File: src/rtl/aes_block_packer_pkg.sv
// Shared types for the AES input packer: controller/flag structs, block geometry and FSM states.
package aes_block_packer_pkg;

  // Block-count width is fixed here because the ctrl/flags structs carry it.
  localparam int unsigned N_BLK_W   = 16;
  localparam int unsigned AES_BLK_W = 128;
  localparam int unsigned AES_WORDS = 4;

  typedef struct packed {
    logic               start;
    logic [N_BLK_W-1:0] len_blocks;
  } ctrl_packer_t;

  typedef struct packed {
    logic               busy;
    logic               done;
    logic               err_strb;
    logic [N_BLK_W-1:0] blk_cnt;
  } flags_packer_t;

  typedef enum logic [1:0] {
    PK_IDLE,
    PK_FILL,
    PK_HOLD,
    PK_DONE
  } packer_state_t;

endpackage

File: src/rtl/hwpe_stream_intf_stream.sv
// Minimal HWPE word stream: valid/ready handshake carrying data plus byte strobes.
interface hwpe_stream_intf_stream #(
  parameter int unsigned DATA_WIDTH = 32,
  parameter int unsigned STRB_WIDTH = DATA_WIDTH / 8
);
  logic                  valid;
  logic                  ready;
  logic [DATA_WIDTH-1:0] data;
  logic [STRB_WIDTH-1:0] strb;

  modport source (output valid, output data, output strb, input ready);
  modport sink   (input valid, input data, input strb, output ready);
endinterface

File: src/rtl/aes_block_packer.sv
// Gathers four 32-bit stream beats into one 128-bit AES block (first beat in the MSBs)
// and counts emitted blocks against a programmed job length.
//
// state   | meaning
// PK_IDLE | waiting for start
// PK_FILL | accepting beats into the block register
// PK_HOLD | block presented, waiting for the cipher core
// PK_DONE | one-cycle done pulse
module aes_block_packer
  import aes_block_packer_pkg::*;
(
  input  logic                   clk_i,
  input  logic                   rst_ni,
  input  logic                   clear_i,
  input  ctrl_packer_t           ctrl_i,
  output flags_packer_t          flags_o,
  hwpe_stream_intf_stream.sink   aes_input,
  output logic                   blk_valid_o,
  input  logic                   blk_ready_i,
  output logic [AES_BLK_W-1:0]   blk_data_o
);

  packer_state_t        r_state;
  logic [1:0]           r_idx;
  logic [AES_BLK_W-1:0] r_data;
  logic [N_BLK_W-1:0]   r_len;
  logic [N_BLK_W-1:0]   r_cnt;
  logic                 r_err;
  logic [N_BLK_W-1:0]   w_cnt_inc;

  assign w_cnt_inc = r_cnt + 1'b1;

  always_ff @(posedge clk_i or negedge rst_ni) begin
    if (!rst_ni) begin
      r_state <= PK_IDLE;
      r_idx   <= '0;
      r_data  <= '0;
      r_len   <= '0;
      r_cnt   <= '0;
      r_err   <= 1'b0;
    end else if (clear_i) begin
      r_state <= PK_IDLE;
      r_idx   <= '0;
      r_data  <= '0;
      r_cnt   <= '0;
      r_err   <= 1'b0;
    end else begin
      case (r_state)
        PK_IDLE: begin
          if (ctrl_i.start) begin
            if (ctrl_i.len_blocks != '0) begin
              r_len   <= ctrl_i.len_blocks;
              r_cnt   <= '0;
              r_idx   <= '0;
              r_err   <= 1'b0;
              r_state <= PK_FILL;
            end else begin
              r_state <= PK_DONE;
            end
          end
        end
        PK_FILL: begin
          if (aes_input.valid) begin
            case (r_idx)
              2'd0:    r_data[127:96] <= aes_input.data;
              2'd1:    r_data[95:64]  <= aes_input.data;
              2'd2:    r_data[63:32]  <= aes_input.data;
              default: r_data[31:0]   <= aes_input.data;
            endcase
            // Partial strobes are flagged but the word is kept as delivered.
            if (aes_input.strb != 4'hF) r_err <= 1'b1;
            r_idx <= r_idx + 2'd1;
            if (r_idx == 2'd3) r_state <= PK_HOLD;
          end
        end
        PK_HOLD: begin
          if (blk_ready_i) begin
            r_cnt   <= w_cnt_inc;
            r_state <= (w_cnt_inc == r_len) ? PK_DONE : PK_FILL;
          end
        end
        default: r_state <= PK_IDLE;
      endcase
    end
  end

  assign aes_input.ready = (r_state == PK_FILL);
  assign blk_valid_o     = (r_state == PK_HOLD);
  assign blk_data_o      = r_data;

  assign flags_o = '{busy:     (r_state != PK_IDLE),
                     done:     (r_state == PK_DONE),
                     err_strb: r_err,
                     blk_cnt:  r_cnt};

endmodule

File: src/flat_wrapper.sv
// flat-port wrapper written by rule: the top's interface ports become plain ports
module aes_block_packer_flat import aes_block_packer_pkg::*;
  (clk_i, rst_ni, clear_i, ctrl_i, flags_o, blk_valid_o, blk_ready_i, blk_data_o, aes_input_valid, aes_input_data, aes_input_strb, aes_input_ready);
  hwpe_stream_intf_stream #(.DATA_WIDTH(32)) aes_input_i ();
  input  logic clk_i;
  input  logic rst_ni;
  input  logic clear_i;
  input  ctrl_packer_t ctrl_i;
  output flags_packer_t flags_o;
  output logic blk_valid_o;
  input  logic blk_ready_i;
  output logic [AES_BLK_W-1:0] blk_data_o;
  input wire logic [$bits(aes_input_i.valid)-1:0] aes_input_valid;
  input wire logic [$bits(aes_input_i.data)-1:0] aes_input_data;
  input wire logic [$bits(aes_input_i.strb)-1:0] aes_input_strb;
  output wire logic [$bits(aes_input_i.ready)-1:0] aes_input_ready;
  assign aes_input_i.valid = aes_input_valid;
  assign aes_input_i.data = aes_input_data;
  assign aes_input_i.strb = aes_input_strb;
  assign aes_input_ready = aes_input_i.ready;
  aes_block_packer u_core (.clk_i(clk_i), .rst_ni(rst_ni), .clear_i(clear_i), .ctrl_i(ctrl_i), .flags_o(flags_o), .aes_input(aes_input_i), .blk_valid_o(blk_valid_o), .blk_ready_i(blk_ready_i), .blk_data_o(blk_data_o));
endmodule
File: config.mk
export PLATFORM = sky130hd
export DESIGN_NAME = aes_block_packer_flat
export DESIGN_NICKNAME = d
export VERILOG_FILES = /design/src/rtl/aes_block_packer_pkg.sv /design/src/rtl/hwpe_stream_intf_stream.sv /design/src/rtl/aes_block_packer.sv /design/src/flat_wrapper.sv
export SDC_FILE = /design/constraint.sdc
export NUM_CORES = 1
export LEC_CHECK = 0
export CORE_ASPECT_RATIO = 1.5
export CORE_MARGIN = 4
export CORE_UTILIZATION = 35
export DETAILED_ROUTE_END_ITERATION = 6
export PLACE_DENSITY_LB_ADDON = 0.1
export SETUP_SLACK_MARGIN = 0.15
export SKIP_CTS_REPAIR_TIMING = 1
export SYNTH_ARGS = -nofsm -noshare
export SYNTH_HDL_FRONTEND = slang
export SYNTH_SLANG_ARGS = --single-unit
File: constraint.sdc
create_clock -name clk_i -period 2 [get_ports clk_i]
set_clock_uncertainty 0.1 [all_clocks]
set_input_delay 0.4 -clock clk_i [delete_from_list [all_inputs] [get_ports clk_i]]
set_output_delay 0.4 -clock clk_i [all_outputs]
set_load 0.01 [all_outputs]
==> run summary <==
Post-Syn Nets: 766
Peak VDD IR: 477 µV
Worst-Margin Slew: 341 ps
# IOs: 207
Final WS setup: -33.9 ps
Syn-to-layout area delta: 62.8%
Top sig layer: met4
Seq pwr share: 44.6%
TritonCTS clock tree: done
Initial antenna violation count: 1
GPL Wtd Cong: 0.866
DR vias/cell: 4.97
Mapped Avg Cell Area: 10.0 µm²
Register-to-Register Path Depth: 8
Worst EP arrival: 2260 ps
Ys flop type: dfrtp_1
Clock Power Share: 38.7%
Crit path max fanout: 4
Multi-input gate area: 2960 µm²
Initial Utilization: 35.5%
CTS Root Cell: clkbuf_16
Tightest hold margin: 105 ps
Met2 wire length: 12.4 mm
Endpoints failing setup: 3
Layout cells sized above 1: 20.1%
Area contributors post-synth: dfrtp_1 59%, o21ai_0 11%, nand2_1 7.6%
Vias in the first global route: 6243
Synth async-reset ratio: 100%
Hold Crit Class: in -> reg
Reg2reg setup slack: -30 ps
Synth top area share: 58.7%
Reg2reg start: u_core.r_cnt[1]
Cells after synthesis: 703
ANT nets after route: 0
Pwr dens: 743 nW/µm²
DIE HEIGHT: 182 µm
Routed via count: 6190
Most common cell in the netlist: dfrtp_1
Lkg Pwr: 6.89 nW
Fillcell total: 1711
CP Data Required Time: 2230 ps
Drt total wl: 23.1 mm
Row Count: 63
#FFs+latches synth: 165
EDFF count, synth: 0
Drt drc: 0
Input/output buffers: 206
Area of the mapped netlist: 7030 µm²
Clock Tree Buf Depth: 2
CTS Buf Count: 17
GRT Util Overall: 19.4%
P_sw: 2.27 mW
Cell variety after synth: 56
Fin nets: 1035
Sequential area share after synthesis: 58.7%
Wire length on met3: 1.26 mm
Max-Cap Viols: 0
Total grt overflow: 0
Die W: 124 µm
Pre-CTS WS: -694 ps
Worst Setup SP: u_core.r_cnt[1]
Die area: 22500 µm²
Routed wire per std cell: 18.5 µm
Core footprint: 19800 µm²
Htree depth: 4
Critical Path Sink: u_core.r_state[1]
Num Clock Sinks: 165
Sequential cell area: 4140 µm²
Comb power frac: 16.8%
Period utilization: 102%
Max frequency: 0.492 GHz
Startpoint types: flop
Failing checks: setup timing
Status: finished with violations
WHS Path Cells: 2
CP Capture Type: flop
First-pass GRT wire length: 33.5 mm
Ys Warns: 0
Rel. slew slack: 77.0%
Final Max Tran Viols: 0
Worst reg2reg endpoint: u_core.r_state[1]
Sw Ratio: 26.8%
Final min period: 2030 ps
Initial DRC count: 302
WL met1: 8.64 mm
Clk slew on worst S/H paths: 70 ps
DR pass1 iterations: 6
Commonest cells post-synth: 165 x dfrtp_1, 150 x o21ai_0, 142 x nand2_1
Crit Path Category: reg -> reg
HPWL after DPL: 16.5 mm
RSZ-0062 raised after global routing: true
Worst-Skew Late Latency: 420 ps
P_int: 6.22 mW
Largest net degree at the start of global routing: 51
Endpoints failing hold: 0
Area leader, netlist: dfrtp_1
==> how the worst min path moves through the flow <==
stage | start | end | slack [ps]
after detailed placement | rst_ni | u_core.blk_data_o[42] | 190
after global placement | rst_ni | u_core.blk_data_o[9] | 190
after CTS | rst_ni | u_core.blk_data_o[42] | -260
after floorplan | rst_ni | u_core.blk_data_o[0] | 4
after global routing | ctrl_i[11] | u_core.r_len[11] | 90
final | ctrl_i[11] | u_core.r_len[11] | 110
==> registers in the layout, summed over array words and instances, names as in the netlist <==
name	count
u_core.r_cnt	16
u_core.r_err	1
u_core.r_idx	2
u_core.r_len	16
u_core.blk_data_o	128
u_core.r_state	2
==> cell families (layout without fill, tap and decap cells) <==
| logic type | after synthesis | in the layout | share of synthesized area, % |
|---|---|---|---|
| buffers and inverters | 50 | 331 | 2.95 |
| other | 0 | 1 | 0 |
| multiplexers | 16 | 16 | 2.55 |
| adder cells (fa/ha/maj) | 5 | 5 | 0.890 |
| AO/OA/AOI/OAI | 201 | 201 | 15.9 |
| AND/OR/NAND/NOR | 246 | 246 | 16.4 |
| flip-flops | 165 | 165 | 58.7 |
| XOR/XNOR | 20 | 20 | 2.49 |
==> cells in the final DEF (no fill, tap or decap), drive strengths merged, types with 3 or more instances in the layout <==
master,count
and2,6
nor3,6
dfrtp,165
or4,5
a21oi,17
mux2,15
ha,5
nand2b,36
nor4,3
nor2,17
nand3,8
and3,6
nand4,8
o21ai,157
a211oi,4
clkdlybuf4s50,47
xnor2,12
o31ai,4
buf,87
clkbuf,25
nand2,142
xor2,8
a31oi,3
inv,14
dlymetal6s2s,151
clkinvlp,3
==> metrics by stage <==
| stage | cells | TNS [ps] | power [mW] | util (%) | area, µm² |
|---|---|---|---|---|---|
| after global placement | 1193 | -22510 | 5.22 | 50.2 | 9940 |
| after floorplan | 703 | -3100 | 4.35 | - | 7050 |
| after global routing | 1245 | -895 | 8.90 | 57.8 | 11400 |
| final | 1245 | -37.3 | 8.50 | 57.8 | 11400 |
| after detailed placement | 1193 | -23550 | 5.26 | 50.2 | 9940 |
| after CTS | 1224 | -9120 | 8.57 | 53.2 | 10500 |
==> final cells by class <==
| cell class | instances | share of cell area (%) |
|---|---|---|
| Clock inverter | 14 | 1.42 |
| Multi-Input combinational cell | 488 | 25.8 |
| Sequential cell | 165 | 36.2 |
| Clock buffer | 17 | 3.72 |
| Timing Repair Buffer | 294 | 29.8 |
| Antenna cell | 1 | 0.0219 |
| Tap cell | 260 | 2.84 |
| Inverter | 6 | 0.197 |
==> power by group through the flow <==
stage	registers, mW	clock network (mW)	logic [mW]
global route	3.82	3.52	1.55
global placement	3.85	0	1.37
floorplan	3.92	0	0.434
detailed placement	3.86	0	1.40
finish	3.79	3.29	1.42
CTS	3.80	3.37	1.40
==> metal layers <==
metal | vias up | global-route usage, %
met4 | 0 | 8.07
met1 | 2996 | 22.0
met5 | - | 0
li1 | 2964 | -
met3 | 44 | 4.18
met2 | 186 | 34.5
==> worst max-delay path: stages, from the launching register on <==
cell and delay [ps]:
dfrtp_1 420, ha_4 180, nand2_4 80, nor4_2 210
buf_4 160, xnor2_1 110, a2bb2oi_1 190, nand4b_1 210
o31ai_1 270
(Power assumes the default switching activity.)
